**src/rtl/seqdiv_pkg.sv**
```systemverilog
// seqdiv_pkg: shared definitions for the sequential restoring divider.
//   - state_t    : FSM encoding (IDLE, RUN, DONE)
//   - NW_DEF/DW_DEF : default dividend/divisor widths
//   - cnt_w()    : step-counter width for a given dividend width
package seqdiv_pkg;

    localparam int NW_DEF = 8;
    localparam int DW_DEF = 4;

    typedef enum logic [1:0] {
        IDLE = 2'd0,
        RUN  = 2'd1,
        DONE = 2'd2
    } state_t;

    // At least one bit, so a 1-bit dividend still gets a legal counter.
    function automatic int cnt_w(input int nw);
        return (nw > 1) ? $clog2(nw) : 1;
    endfunction

endpackage

```
**src/rtl/seqdiv_if.sv**
```systemverilog
// seqdiv_if: load/ready handshake bundle for the divider.
//   master (controller): drives n, d, load; observes the result outputs
//   slave  (divider)   : observes n, d, load; drives q, r, ready_out, busy, div_zero
interface seqdiv_if
    import seqdiv_pkg::*;
#(
    parameter int NW = NW_DEF,
    parameter int DW = DW_DEF
);
    logic [NW-1:0] n;
    logic [DW-1:0] d;
    logic          load;
    logic [NW-1:0] q;
    logic [DW-1:0] r;
    logic          ready_out;
    logic          busy;
    logic          div_zero;

    modport master (
        output n, d, load,
        input  q, r, ready_out, busy, div_zero
    );

    modport slave (
        input  n, d, load,
        output q, r, ready_out, busy, div_zero
    );
endinterface

```
**src/rtl/seqdiv_div_step.sv**
```systemverilog
// div_step: one combinational restoring-division step.
//   i_rem      : current partial remainder (DW+1 bits, top bit unused on input)
//   i_nbit     : next dividend bit shifted in
//   i_d        : divisor
//   o_rem_next : partial remainder after this step
//   o_qbit     : quotient bit produced by this step
module div_step
    import seqdiv_pkg::*;
#(
    parameter int DW = DW_DEF
) (
    input  logic [DW:0]   i_rem,
    input  logic          i_nbit,
    input  logic [DW-1:0] i_d,
    output logic [DW:0]   o_rem_next,
    output logic          o_qbit
);
    logic [DW:0] w_p;
    logic [DW:0] w_dext;

    // The remainder is always < d, so its low DW bits carry all the
    // information; the extra bit only keeps the shifted value comparable.
    assign w_p        = {i_rem[DW-1:0], i_nbit};
    assign w_dext     = {1'b0, i_d};
    assign o_qbit     = (w_p >= w_dext);
    assign o_rem_next = o_qbit ? (w_p - w_dext) : w_p;
endmodule

```
**src/rtl/seqdiv.sv**
```systemverilog
// seqdiv: sequential restoring divider, one quotient bit per clock, MSB first.
//   i_clk    : clock, rising edge
//   i_rst_a  : synchronous active-high reset
//   io_div   : seqdiv_if.slave -- n/d/load in; q/r/ready_out/busy/div_zero out
// A load accepted in IDLE or DONE starts a new division; load during RUN is
// ignored. Divide-by-zero completes on the load edge with all-ones results.
module seqdiv
    import seqdiv_pkg::*;
#(
    parameter int NW = NW_DEF,
    parameter int DW = DW_DEF
) (
    input  logic   i_clk,
    input  logic   i_rst_a,
    seqdiv_if.slave io_div
);
    localparam int              CW       = cnt_w(NW);
    localparam logic [CW-1:0]   CNT_LAST = CW'(NW - 1);

    state_t        r_state;
    state_t        w_state_next;
    logic          w_accept;
    logic          w_last;
    logic          w_dzero;

    logic [NW-1:0] r_nsh;
    logic [DW-1:0] r_d;
    logic [DW:0]   r_rem;
    logic [NW-1:0] r_qsh;
    logic [CW-1:0] r_cnt;

    logic [NW-1:0] r_q;
    logic [DW-1:0] r_r;
    logic          r_ready;
    logic          r_busy;
    logic          r_dz;

    logic [DW:0]   w_rem_next;
    logic          w_qbit;
    logic [NW-1:0] w_qsh_next;

    div_step #(.DW(DW)) u_step (
        .i_rem      (r_rem),
        .i_nbit     (r_nsh[NW-1]),
        .i_d        (r_d),
        .o_rem_next (w_rem_next),
        .o_qbit     (w_qbit)
    );

    // Quotient including the bit from the current step, so the final step
    // can publish the complete result on the same edge.
    assign w_qsh_next = {r_qsh[NW-2:0], w_qbit};
    assign w_dzero    = (io_div.d == '0);

    // FSM state register
    always_ff @(posedge i_clk) begin
        if (i_rst_a) r_state <= IDLE;
        else         r_state <= w_state_next;
    end

    // FSM next state / control
    always_comb begin
        w_state_next = r_state;
        w_accept     = 1'b0;
        w_last       = 1'b0;
        case (r_state)
            IDLE, DONE: begin
                if (io_div.load) begin
                    w_accept     = 1'b1;
                    w_state_next = w_dzero ? DONE : RUN;
                end
            end
            RUN: begin
                if (r_cnt == CNT_LAST) begin
                    w_last       = 1'b1;
                    w_state_next = DONE;
                end
            end
            default: w_state_next = IDLE;
        endcase
    end

    // Datapath and output registers
    always_ff @(posedge i_clk) begin
        if (i_rst_a) begin
            r_nsh   <= '0;
            r_d     <= '0;
            r_rem   <= '0;
            r_qsh   <= '0;
            r_cnt   <= '0;
            r_q     <= '0;
            r_r     <= '0;
            r_ready <= 1'b0;
            r_busy  <= 1'b0;
            r_dz    <= 1'b0;
        end else if (w_accept) begin
            r_nsh   <= io_div.n;
            r_d     <= io_div.d;
            r_rem   <= '0;
            r_qsh   <= '0;
            r_cnt   <= '0;
            r_ready <= w_dzero;
            r_dz    <= w_dzero;
            r_busy  <= ~w_dzero;
            // A normal load keeps the previous q/r visible through RUN.
            if (w_dzero) begin
                r_q <= '1;
                r_r <= '1;
            end
        end else if (r_state == RUN) begin
            r_rem <= w_rem_next;
            r_qsh <= w_qsh_next;
            r_nsh <= {r_nsh[NW-2:0], 1'b0};
            r_cnt <= r_cnt + CW'(1);
            if (w_last) begin
                r_q     <= w_qsh_next;
                r_r     <= w_rem_next[DW-1:0];
                r_ready <= 1'b1;
                r_busy  <= 1'b0;
            end
        end
    end

    assign io_div.q         = r_q;
    assign io_div.r         = r_r;
    assign io_div.ready_out = r_ready;
    assign io_div.busy      = r_busy;
    assign io_div.div_zero  = r_dz;
endmodule

```
**src/flat_wrapper.sv**
```systemverilog
// flat-port wrapper written by rule: the top's interface ports become plain ports
module seqdiv_flat import seqdiv_pkg::*;
#(
    parameter int NW = NW_DEF,
    parameter int DW = DW_DEF
)
  (i_clk, i_rst_a, io_div_n, io_div_d, io_div_load, io_div_q, io_div_r, io_div_ready_out, io_div_busy, io_div_div_zero);
  seqdiv_if #(.NW(NW), .DW(DW)) io_div_i ();
  input  logic i_clk;
  input  logic i_rst_a;
  input wire logic [$bits(io_div_i.n)-1:0] io_div_n;
  input wire logic [$bits(io_div_i.d)-1:0] io_div_d;
  input wire logic [$bits(io_div_i.load)-1:0] io_div_load;
  output wire logic [$bits(io_div_i.q)-1:0] io_div_q;
  output wire logic [$bits(io_div_i.r)-1:0] io_div_r;
  output wire logic [$bits(io_div_i.ready_out)-1:0] io_div_ready_out;
  output wire logic [$bits(io_div_i.busy)-1:0] io_div_busy;
  output wire logic [$bits(io_div_i.div_zero)-1:0] io_div_div_zero;
  assign io_div_i.n = io_div_n;
  assign io_div_i.d = io_div_d;
  assign io_div_i.load = io_div_load;
  assign io_div_q = io_div_i.q;
  assign io_div_r = io_div_i.r;
  assign io_div_ready_out = io_div_i.ready_out;
  assign io_div_busy = io_div_i.busy;
  assign io_div_div_zero = io_div_i.div_zero;
  seqdiv #(.NW(NW), .DW(DW)) u_core (.i_clk(i_clk), .i_rst_a(i_rst_a), .io_div(io_div_i));
endmodule
```
**config.mk**
```make
export PLATFORM = sky130hd
export DESIGN_NAME = seqdiv_flat
export DESIGN_NICKNAME = d
export VERILOG_FILES = /design/src/rtl/seqdiv_pkg.sv /design/src/rtl/seqdiv_if.sv /design/src/rtl/seqdiv_div_step.sv /design/src/rtl/seqdiv.sv /design/src/flat_wrapper.sv
export SDC_FILE = /design/constraint.sdc
export NUM_CORES = 1
export LEC_CHECK = 0
export BUFFER_PORTS_ARGS = -buffer_cell sky130_fd_sc_hd__buf_2
export CAP_MARGIN = 0
export CORE_MARGIN = 4
export CORE_UTILIZATION = 50
export CTS_BUF_LIST = sky130_fd_sc_hd__clkbuf_8
export CTS_CLUSTER_DIAMETER = 60
export CTS_CLUSTER_SIZE = 25
export DETAILED_ROUTE_END_ITERATION = 10
export PLACE_DENSITY = 0.72
export SLEW_MARGIN = 15
export SYNTH_ARGS = -nofsm -noshare
export SYNTH_HDL_FRONTEND = slang
export SYNTH_SLANG_ARGS = --single-unit
export TNS_END_PERCENT = 100
```
**constraint.sdc**
```tcl
create_clock -name i_clk -period 5.7 [get_ports i_clk]
set_clock_uncertainty 0.15 [all_clocks]
set_input_delay 0.57 -clock i_clk [delete_from_list [all_inputs] [get_ports i_clk]]
set_output_delay 0.57 -clock i_clk [all_outputs]
set_load 0.05 [all_outputs]
```
==> results of run 1 <==
## registers in the layout, indices dropped and copies added (netlist names)
name and cells:
u_core.io_div.q 8, u_core.r_nsh 8, u_core.r_qsh 7, u_core.io_div.r 4
u_core.r_d 4, u_core.r_rem 4, u_core.r_cnt 3, u_core.r_state 2
u_core.io_div.busy 1, u_core.io_div.div_zero 1, u_core.io_div.ready_out 1
## per-stage QoR
step,setup slack [ns],hold slack [ns]
global placement,3.43,0.298
floorplan,3.69,0.286
CTS,3.56,0.308
detailed placement,3.41,0.297
global route,3.43,0.334
finish,3.58,0.305
## cells by family (layout without fill, tap and decap cells)
family	Yosys count	in the layout	share of synthesized area
adder cells (fa/ha/maj)	7	7	0.0516
AO/OA/AOI/OAI	41	41	0.151
buffers and inverters	20	45	0.0530
XOR/XNOR	3	3	0.0143
AND/OR/NAND/NOR	105	105	0.238
flip-flops	43	43	0.467
multiplexers	4	4	0.0244
## synth_stat cells
cell type	instances
nor2b_1	2
mux2i_1	3
a211o_1	1
xor2_1	2
ha_1	6
a211oi_1	5
clkbuf_1	9
dfxtp_1	43
nor2_1	37
o22ai_1	3
a21o_2	1
xnor2_1	1
o221a_1	1
fa_1	1
nor4_1	1
o21ai_0	3
clkbuf_8	2
or4_4	1
a21oi_2	2
or2b_1	1
a31oi_1	2
or3_1	1
nand2_1	47
nand4_1	1
a211oi_2	1
a311oi_1	7
nor3_1	11
a21oi_1	15
inv_1	7
mux2_4	1
nand2b_1	3
buf_2	2
## cells in the final DEF, fill, tap and decap left out, types with 5 or more instances in the layout
cell type and instances:
a211oi_1 5, a21oi_1 15, a311oi_1 7, buf_2 29, clkbuf_8 6, dfxtp_1 43
ha_1 6, inv_1 7, nand2_1 47, nor2_1 37, nor3_1 11
## metal layers
metal  up-vias  share of wire
met5         -              0
met4         0         0.0092
met1       688           0.48
met3         6          0.042
met2        22           0.47
li1        806              -
## area by class of cell
type	instances	area, um2
fillers	332	1340
multi-input cells	160	885
flip-flops and latches	43	861
repair buffers	30	153
clock buffers	6	82.6
well taps	46	57.6
clock inverters	2	35.0
inverters	7	26.3
## tightest hold or removal path, stage by stage (launching register included)
cell     delay (ns)
dfxtp_1        0.31
nand2_1        0.05
a21oi_1        0.05
## final timing paths
| check | from | endpoint | slack (ns) | cells past startpoint |
|---|---|---|---|---|
| hold / removal | u_core.r_qsh[6]$_SDFFE_PP0P_ | u_core.r_qsh[6]$_SDFFE_PP0P_ | 0.31 | 2 |
| setup reg to reg | u_core.r_d[2]$_SDFFE_PP0P_ | u_core.io_div.r[0]$_SDFFE_PP0P_ | 3.58 | 7 |
| hold reg to reg | u_core.r_qsh[6]$_SDFFE_PP0P_ | u_core.r_qsh[6]$_SDFFE_PP0P_ | 0.31 | 2 |
| setup / recovery | u_core.r_d[2]$_SDFFE_PP0P_ | u_core.io_div.r[0]$_SDFFE_PP0P_ | 3.58 | 7 |
## power groups by stage
stage                     sequential (mW)  clock (mW)  combinational, mW
final                               0.322       0.241              0.101
after global routing                0.323       0.260              0.113
after CTS                           0.322       0.245              0.102
after detailed placement            0.329           0              0.101
after global placement              0.329           0              0.101
after floorplan                     0.337           0             0.0718
==> metrics.yaml, run 1 <==
status: "finished clean"
leakage_nw: 0.861
avgSynthCellArea_um2: 8.26
crit_path_top_delay_cell: "or4_4"
ys_top_cells_by_area: "dfxtp_1 (47%), nand2_1 (9.6%), nor2_1 (7.5%), a21oi_1 (4.1%), ha_1 (4.1%)"
total_power_mw: 0.664
grt_pass1_vias: 1388
dpl-instance-area_um2: 1980
clk_path_buf_depth: 2
hold_buffers: 0
antenna_found_initial: 0
hold_class: "reg -> reg"
coreArea_um2: 3440
clk_pin_slew_ns: 0.08
slowest_delay_ns: 0.52
relSlewSlack: 0.500
crit_buf_inv: 1
grt.overflow.total: 0
startpoint_type: "flop"
die_h_um: 68.7
cts_inserted_buffers: 5
fin_crit_sh: 0.372
cp_cell_sequence: "inv_1, ha_1, or4_4, a21oi_2, a21oi_2, mux2_4, a211oi_2"
routed_via_density: 5.18
maxSlewViolCount: 0
htree_levels: 2
diodes: 0
fin_area_um2: 2100
cp-end-kind: "flop"
p_sw_frac: 0.258
cts_tree: "done"
combPwrFrac: 0.152
synth_nets: 245
clock_latency_ns: 0.28
initial_core_util: 0.535
drc: 0
grt_max_degree: 32
io_pins: 30
cp_data_required_time_ns: 5.77
finalCriticalPeriod_ns: 2.12
final.setup.tns_ns: 0
place_inst: 286
fin_util: 0.610
row_count: 21
cp_common_cell: "a21oi_2"
max_freq_mhz: 471
maxCapViolations: 0
powerDensity_nw_per_um2: 316
crit_family: "simple AND/OR/NAND/NOR gates"
synth_warnings: 0
groute.usage.overall: 0.165
use_met2: 0.279
p_switching_mw: 0.171
drive_gt1_frac: 0.177
portBuffers: 29
root_buffer: "clkbuf_8"
area_delta_synth_final_pct: 13.9
yosysTopAreaCell: "dfxtp_1"
p_int_mw: 0.493
finalHoldViolCount: 0
crit_type: "reg -> reg"
synth_cells: 223
dieArea_um2: 4720
routed_wl_um: 3490
grt_pass1_wl_um: 6040
yosysSeqAreaShare: 0.467
clockPowerShare: 0.363
ys_seq_elements: 43
setup_viol: 0
dp_hpwl_um: 2480
drt_iter0_drc: 76
first_pass_iters: 6
vias: 1522
nets: 269
worstMarginPinSlew_ns: 0.750
die_w_um: 68.7
wl_per_cell_um: 11.9
instances_no_fill: 294
synthDistinctLibCells: 32
postCtsSetupBuffers: 0
gr-usage-met1: 0.211
final_antenna_net_count: 0
ir_drop_v: 0.000195
routabilityCongestion: 0.760
cts_sinks: 43
synth_area_um2: 1840
met3_usage: 0.0438
rsz0062_at_grt: "false"
cts_resized: 0
synth_top_area_frac: 0.467
top_usage_layer: "met2"
worst_ep_arrival_time_ns: 2.19
worstPathMaxFanout: 6
seqPwrFrac: 0.484
Note: power is estimated with default switching activity, not from simulation.
==> run 2: changes to the inputs <==
==> constraint.sdc (replaced) <==
create_clock -name i_clk -period 2.2 [get_ports i_clk]
set_clock_uncertainty 0.15 [all_clocks]
set_input_delay 0.22 -clock i_clk [delete_from_list [all_inputs] [get_ports i_clk]]
set_output_delay 0.22 -clock i_clk [all_outputs]
set_load 0.05 [all_outputs]
==> run 2 against run 1 <==
Via count is 4.1% higher. Clock power increased by 140%. Non-clock buffer count increased by 7. Sequential share of layout area is 1.1 points lower. Global-route usage increased by 2.4 points. Setup slack worse by 3.5 ns. Design area up 2.7%. Combinational power grew to 2.8 times the previous value. Critical path type unchanged. Critical endpoint is now u_core.r_rem[3]$_SDFFE_PP0P_.
==> metrics.yaml, run 2 (synthesis gave the netlist of run 1 again) <==
r2r_slack_ns: 0.11
r2r-end: "u_core.r_rem[3]$_SDFFE_PP0P_"
maxCapViolations: 0
vias: 1584
io_pins: 30
finalHoldViolCount: 0
routabilityCongestion: 0.897
cts_sinks: 43
status: "finished clean"
rr_worst_depth: 7
crit_type: "reg -> reg"
crit_path_top_delay_cell: "or4_4"
min_delay_worst_endpoint: "u_core.r_d[0]$_SDFFE_PP0P_"
coreArea_um2: 3440
drive_gt1_frac: 0.205
instances_no_fill: 300
htree_levels: 2
fin_util: 0.627
maxSlewViolCount: 0
first_pass_iters: 4
final_antenna_net_count: 0
leakage_nw: 0.890
startpoint_type: "flop"
antenna_found_initial: 0
rsz0062_at_grt: "false"
clk_pin_slew_ns: 0.08
timing.rr.start: "u_core.r_d[2]$_SDFFE_PP0P_"
fin_crit_sh: 0.948
final.setup.tns_ns: 0
worstMarginPinSlew_ns: 0.605
dieArea_um2: 4720
die_h_um: 68.7
layout_common_cells: "nand2_1 (47), dfxtp_1 (43), nor2_1 (37)"
setup_viol: 0
place_inst: 293
dp_hpwl_um: 2570
grt_max_degree: 24
clock_latency_ns: 0.30
cp_cell_sequence: "inv_1, ha_2, or4_4, a21oi_4, a21oi_2, o221a_1, a211oi_2"
grt_pass1_vias: 1522
clk_path_buf_depth: 2
grt_pass1_wl_um: 6510
root_buffer: "clkbuf_8"
cts_tree: "done"
hold_class: "in -> reg"
die_w_um: 68.7
nets: 276
max_freq_mhz: 479
initial_core_util: 0.535
groute.usage.overall: 0.189
drt_iter0_drc: 81
row_count: 21
routed_wl_um: 3800
cp_data_required_time_ns: 2.27
ir_drop_v: 0.000385
hp-start: "io_div_d[0]"
final_common_cell: "nand2_1"
finalCriticalPeriod_ns: 2.09
wl_per_cell_um: 12.7
area_delta_synth_final_pct: 17.0
critPathLaunch: "u_core.r_d[2]$_SDFFE_PP0P_"
drc: 0
cts_inserted_buffers: 5
portBuffers: 29
slowest_delay_ns: 0.52
worst_ep_arrival_time_ns: 2.15
diodes: 0
timing.hold.ws_ns: 0.0160
worstPathMaxFanout: 6
hold_path_depth: 3
routed_via_density: 5.28
relSlewSlack: 0.597
grt.overflow.total: 0
powerDensity_nw_per_um2: 790
cp-end-kind: "flop"
[run 2: report_power, final]
part | switching, mW | internal (mW) | leakage, nW
clock | 0.259 | 0.328 | 0.0554
sequential | 0.0199 | 0.813 | 0.350
combinational | 0.174 | 0.110 | 0.484
[run 2: what timing repair did]
action / CTS / global route
endpoints found under the setup margin: 0 / 2
resized for setup: 0 / 4
buffers inserted: 0 / 0
hold buffers: 0 / 0
[run 2: critical path, delay by kind of cell, from the launching register on]
kind / cells / cell delay (ns)
AO/OA/AOI/OAI: 4 / 0.77
AND/OR/NAND/NOR: 1 / 0.52
flip-flops: 1 / 0.33
adder cells (fa/ha/maj): 1 / 0.19
buffers and inverters: 1 / 0.04
[run 2: layout make-up]
type / count / area (um2)
repair buffers: 37 / 205
multi-input cells: 160 / 905
inverters: 7 / 26.3
clock inverters: 2 / 33.8
clock buffers: 5 / 68.8
well taps: 46 / 57.6
fillers: 316 / 1280
flip-flops and latches: 43 / 861
[run 2: worst max path at each step]
stage,endpoint,slack (ns),depth (start not counted)
2_1_floorplan,u_core.io_div.r[0]$_SDFFE_PP0P_,0.19,7
3_3_place_gp,u_core.io_div.r[0]$_SDFFE_PP0P_,0.14,7
3_5_place_dp,u_core.io_div.r[3]$_SDFFE_PP0P_,0.1,7
4_1_cts,u_core.io_div.r[3]$_SDFFE_PP0P_,0.08,7
5_1_grt,u_core.r_rem[3]$_SDFFE_PP0P_,0.02,7
6_report,u_core.r_rem[3]$_SDFFE_PP0P_,0.11,7
[run 2: layer usage]
metal | up-vias | track usage | share of wire
li1 | 811 | - | -
met1 | 725 | 0.229 | 0.46
met2 | 42 | 0.300 | 0.47
met3 | 6 | 0.0616 | 0.059
met4 | 0 | 0.0949 | 0.018
met5 | - | 0 | 0
[run 2: per-stage QoR]
stage                     instance area, um2  total power, mW  worst slack (ns)
after floorplan                         1840             1.06             0.186
after CTS                               2140             1.71            0.0770
after global placement                  2030             1.12             0.140
after global routing                    2160             1.78            0.0181
after detailed placement                2030             1.12            0.0994
final                                   2160             1.70             0.114
==> run 3: changes to the inputs <==
--- a/config.mk
+++ b/config.mk
@@ -17,5 +17,6 @@
 export SLEW_MARGIN = 15
 export SYNTH_ARGS = -nofsm -noshare
 export SYNTH_HDL_FRONTEND = slang
+export SYNTH_HIERARCHICAL = 1
 export SYNTH_SLANG_ARGS = --single-unit
 export TNS_END_PERCENT = 100
==> constraint.sdc (replaced) <==
create_clock -name i_clk -period 2.6 [get_ports i_clk]
set_clock_uncertainty 0.15 [all_clocks]
set_input_delay 0.26 -clock i_clk [delete_from_list [all_inputs] [get_ports i_clk]]
set_output_delay 0.26 -clock i_clk [all_outputs]
set_load 0.05 [all_outputs]
==> run 3 against run 2 <==
Critical path depth unchanged. Count of clock-buffer cells in the layout increased by 1. Area after synthesis increased by 0.34%. Sequential share of layout area increased by 0.75 points. Highest routed layer unchanged. Largest power group unchanged. Sequential power decreased by 15%. Total power decreased by 15%.
==> metrics.yaml, run 3 <==
setup_viol: 0
hold_class: "in -> reg"
grt_pass1_wl_um: 6470
synth_area_um2: 1850
routed_wl_um: 3750
final.setup.tns_ns: 0
dieArea_um2: 4740
final_common_cell: "nand2_1"
startpoint_type: "flop"
maxCapViolations: 0
drc: 0
clk_path_buf_depth: 2
clock_latency_ns: 0.29
htree_levels: 2
grt_max_degree: 23
io_pins: 30
area_delta_synth_final_pct: 14.5
fin_area_um2: 2120
met2_length_um: 1770
max_freq_mhz: 505
avgSynthCellArea_um2: 9.02
crit_type: "reg -> reg"
seqPwrFrac: 0.485
grt_pass1_vias: 1422
hp-start: "io_div_d[3]"
postCtsSetupBuffers: 0
final_antenna_net_count: 0
powerDensity_nw_per_um2: 686
worstMarginPinSlew_ns: 0.762
timing.rr.start: "u_core/r_d[2]$_SDFFE_PP0P_"
leakage_nw: 0.856
relSlewSlack: 0.492
nets: 254
first_pass_iters: 4
finalCriticalPeriod_ns: 1.98
synth_nets: 227
grt.overflow.total: 0
worst_ep_arrival_time_ns: 2.02
routed-wl-met3_um: 135
drt_iter0_drc: 81
layout_common_cells: "nand2_1 (51), dfxtp_1 (43), buf_2 (29)"
row_count: 21
combPwrFrac: 0.151
cts_sinks: 43
vias: 1467
setup_slack_ns: 0.619
p_switching_mw: 0.375
routabilityCongestion: 0.855
synth_warnings: 6
hold_buffers: 0
cp-end-kind: "flop"
worstPathMaxFanout: 4
p_sw_frac: 0.258
die_w_um: 68.8
cts_inserted_buffers: 5
initial_core_util: 0.537
post-place-ws_ns: 0.641
root_buffer: "clkbuf_8"
clk_pin_slew_ns: 0.08
critPathLaunch: "u_core/r_d[2]$_SDFFE_PP0P_"
met1_length_um: 1800
dr.max_layer_used: "met4"
rsz0062_at_grt: "false"
synth_cells: 205
coreArea_um2: 3440
die_h_um: 68.8
portBuffers: 29
dp_hpwl_um: 2600
finalHoldViolCount: 0
p_int_mw: 1.08
drive_gt1_frac: 0.270
groute.usage.overall: 0.185
clockPowerShare: 0.364
maxSlewViolCount: 0
wl_per_cell_um: 13.4
diodes: 0
cp_data_required_time_ns: 2.64
status: "finished clean"
cts_resized: 0
routed_via_density: 5.26
antenna_found_initial: 0
cts_tree: "done"
fin_util: 0.615
dpl-instance-area_um2: 2000
fin_crit_sh: 0.762
ir_drop_v: 0.000355
## run 3: final timing paths
| kind | end | slack [ns] | cells past startpoint |
|---|---|---|---|
| worst max-delay path | u_core/io_div.r[2]$_SDFFE_PP0P_ | 0.62 | 7 |
| worst min register to register | u_core/r_d[3]$_SDFFE_PP0P_ | 0.31 | 2 |
| worst min-delay path | u_core/r_d[3]$_SDFFE_PP0P_ | 0.08 | 3 |
| worst max register to register | u_core/io_div.r[2]$_SDFFE_PP0P_ | 0.62 | 7 |
## run 3: worst max-delay path, cell delays in order (launching register included)
cell and delay, ns:
dfxtp_1 0.33, inv_1 0.05, ha_1 0.34, nand4_1 0.13, nand2_2 0.09, nor2_4 0.19
mux2_4 0.32, o221a_2 0.28
## run 3: per-stage QoR
| stage | power (mW) | cells | hold slack (ns) |
|---|---|---|---|
| finish | 1.45 | 279 | 0.0750 |
| global placement | 0.936 | 271 | 0.297 |
| floorplan | 0.889 | 205 | 0.246 |
| CTS | 1.47 | 279 | 0.0661 |
| detailed placement | 0.940 | 271 | 0.300 |
| global route | 1.52 | 279 | 0.0810 |
## run 3: area by class of cell
type	instances	area, um2
Inverter	8	30.0
Tap cell	46	57.6
Clock buffer	6	82.6
Sequential cell	43	861
Clock inverter	2	35.0
Fill cell	317	1330
Timing Repair Buffer	34	183
Multi-Input combinational cell	140	868
## run 3: power groups by stage
stage | Combinational (mW) | Clock, mW | Sequential [mW]
after floorplan | 0.148 | 0 | 0.741
after global placement | 0.217 | 0 | 0.719
after detailed placement | 0.220 | 0 | 0.720
after CTS | 0.221 | 0.544 | 0.704
after global routing | 0.244 | 0.566 | 0.708
final | 0.220 | 0.528 | 0.704
## run 3: metal layers
layer,up-vias,global-route usage
met3,4,0.0389
met4,0,0.0730
met5,-,0
li1,757,-
met2,25,0.302
met1,681,0.237
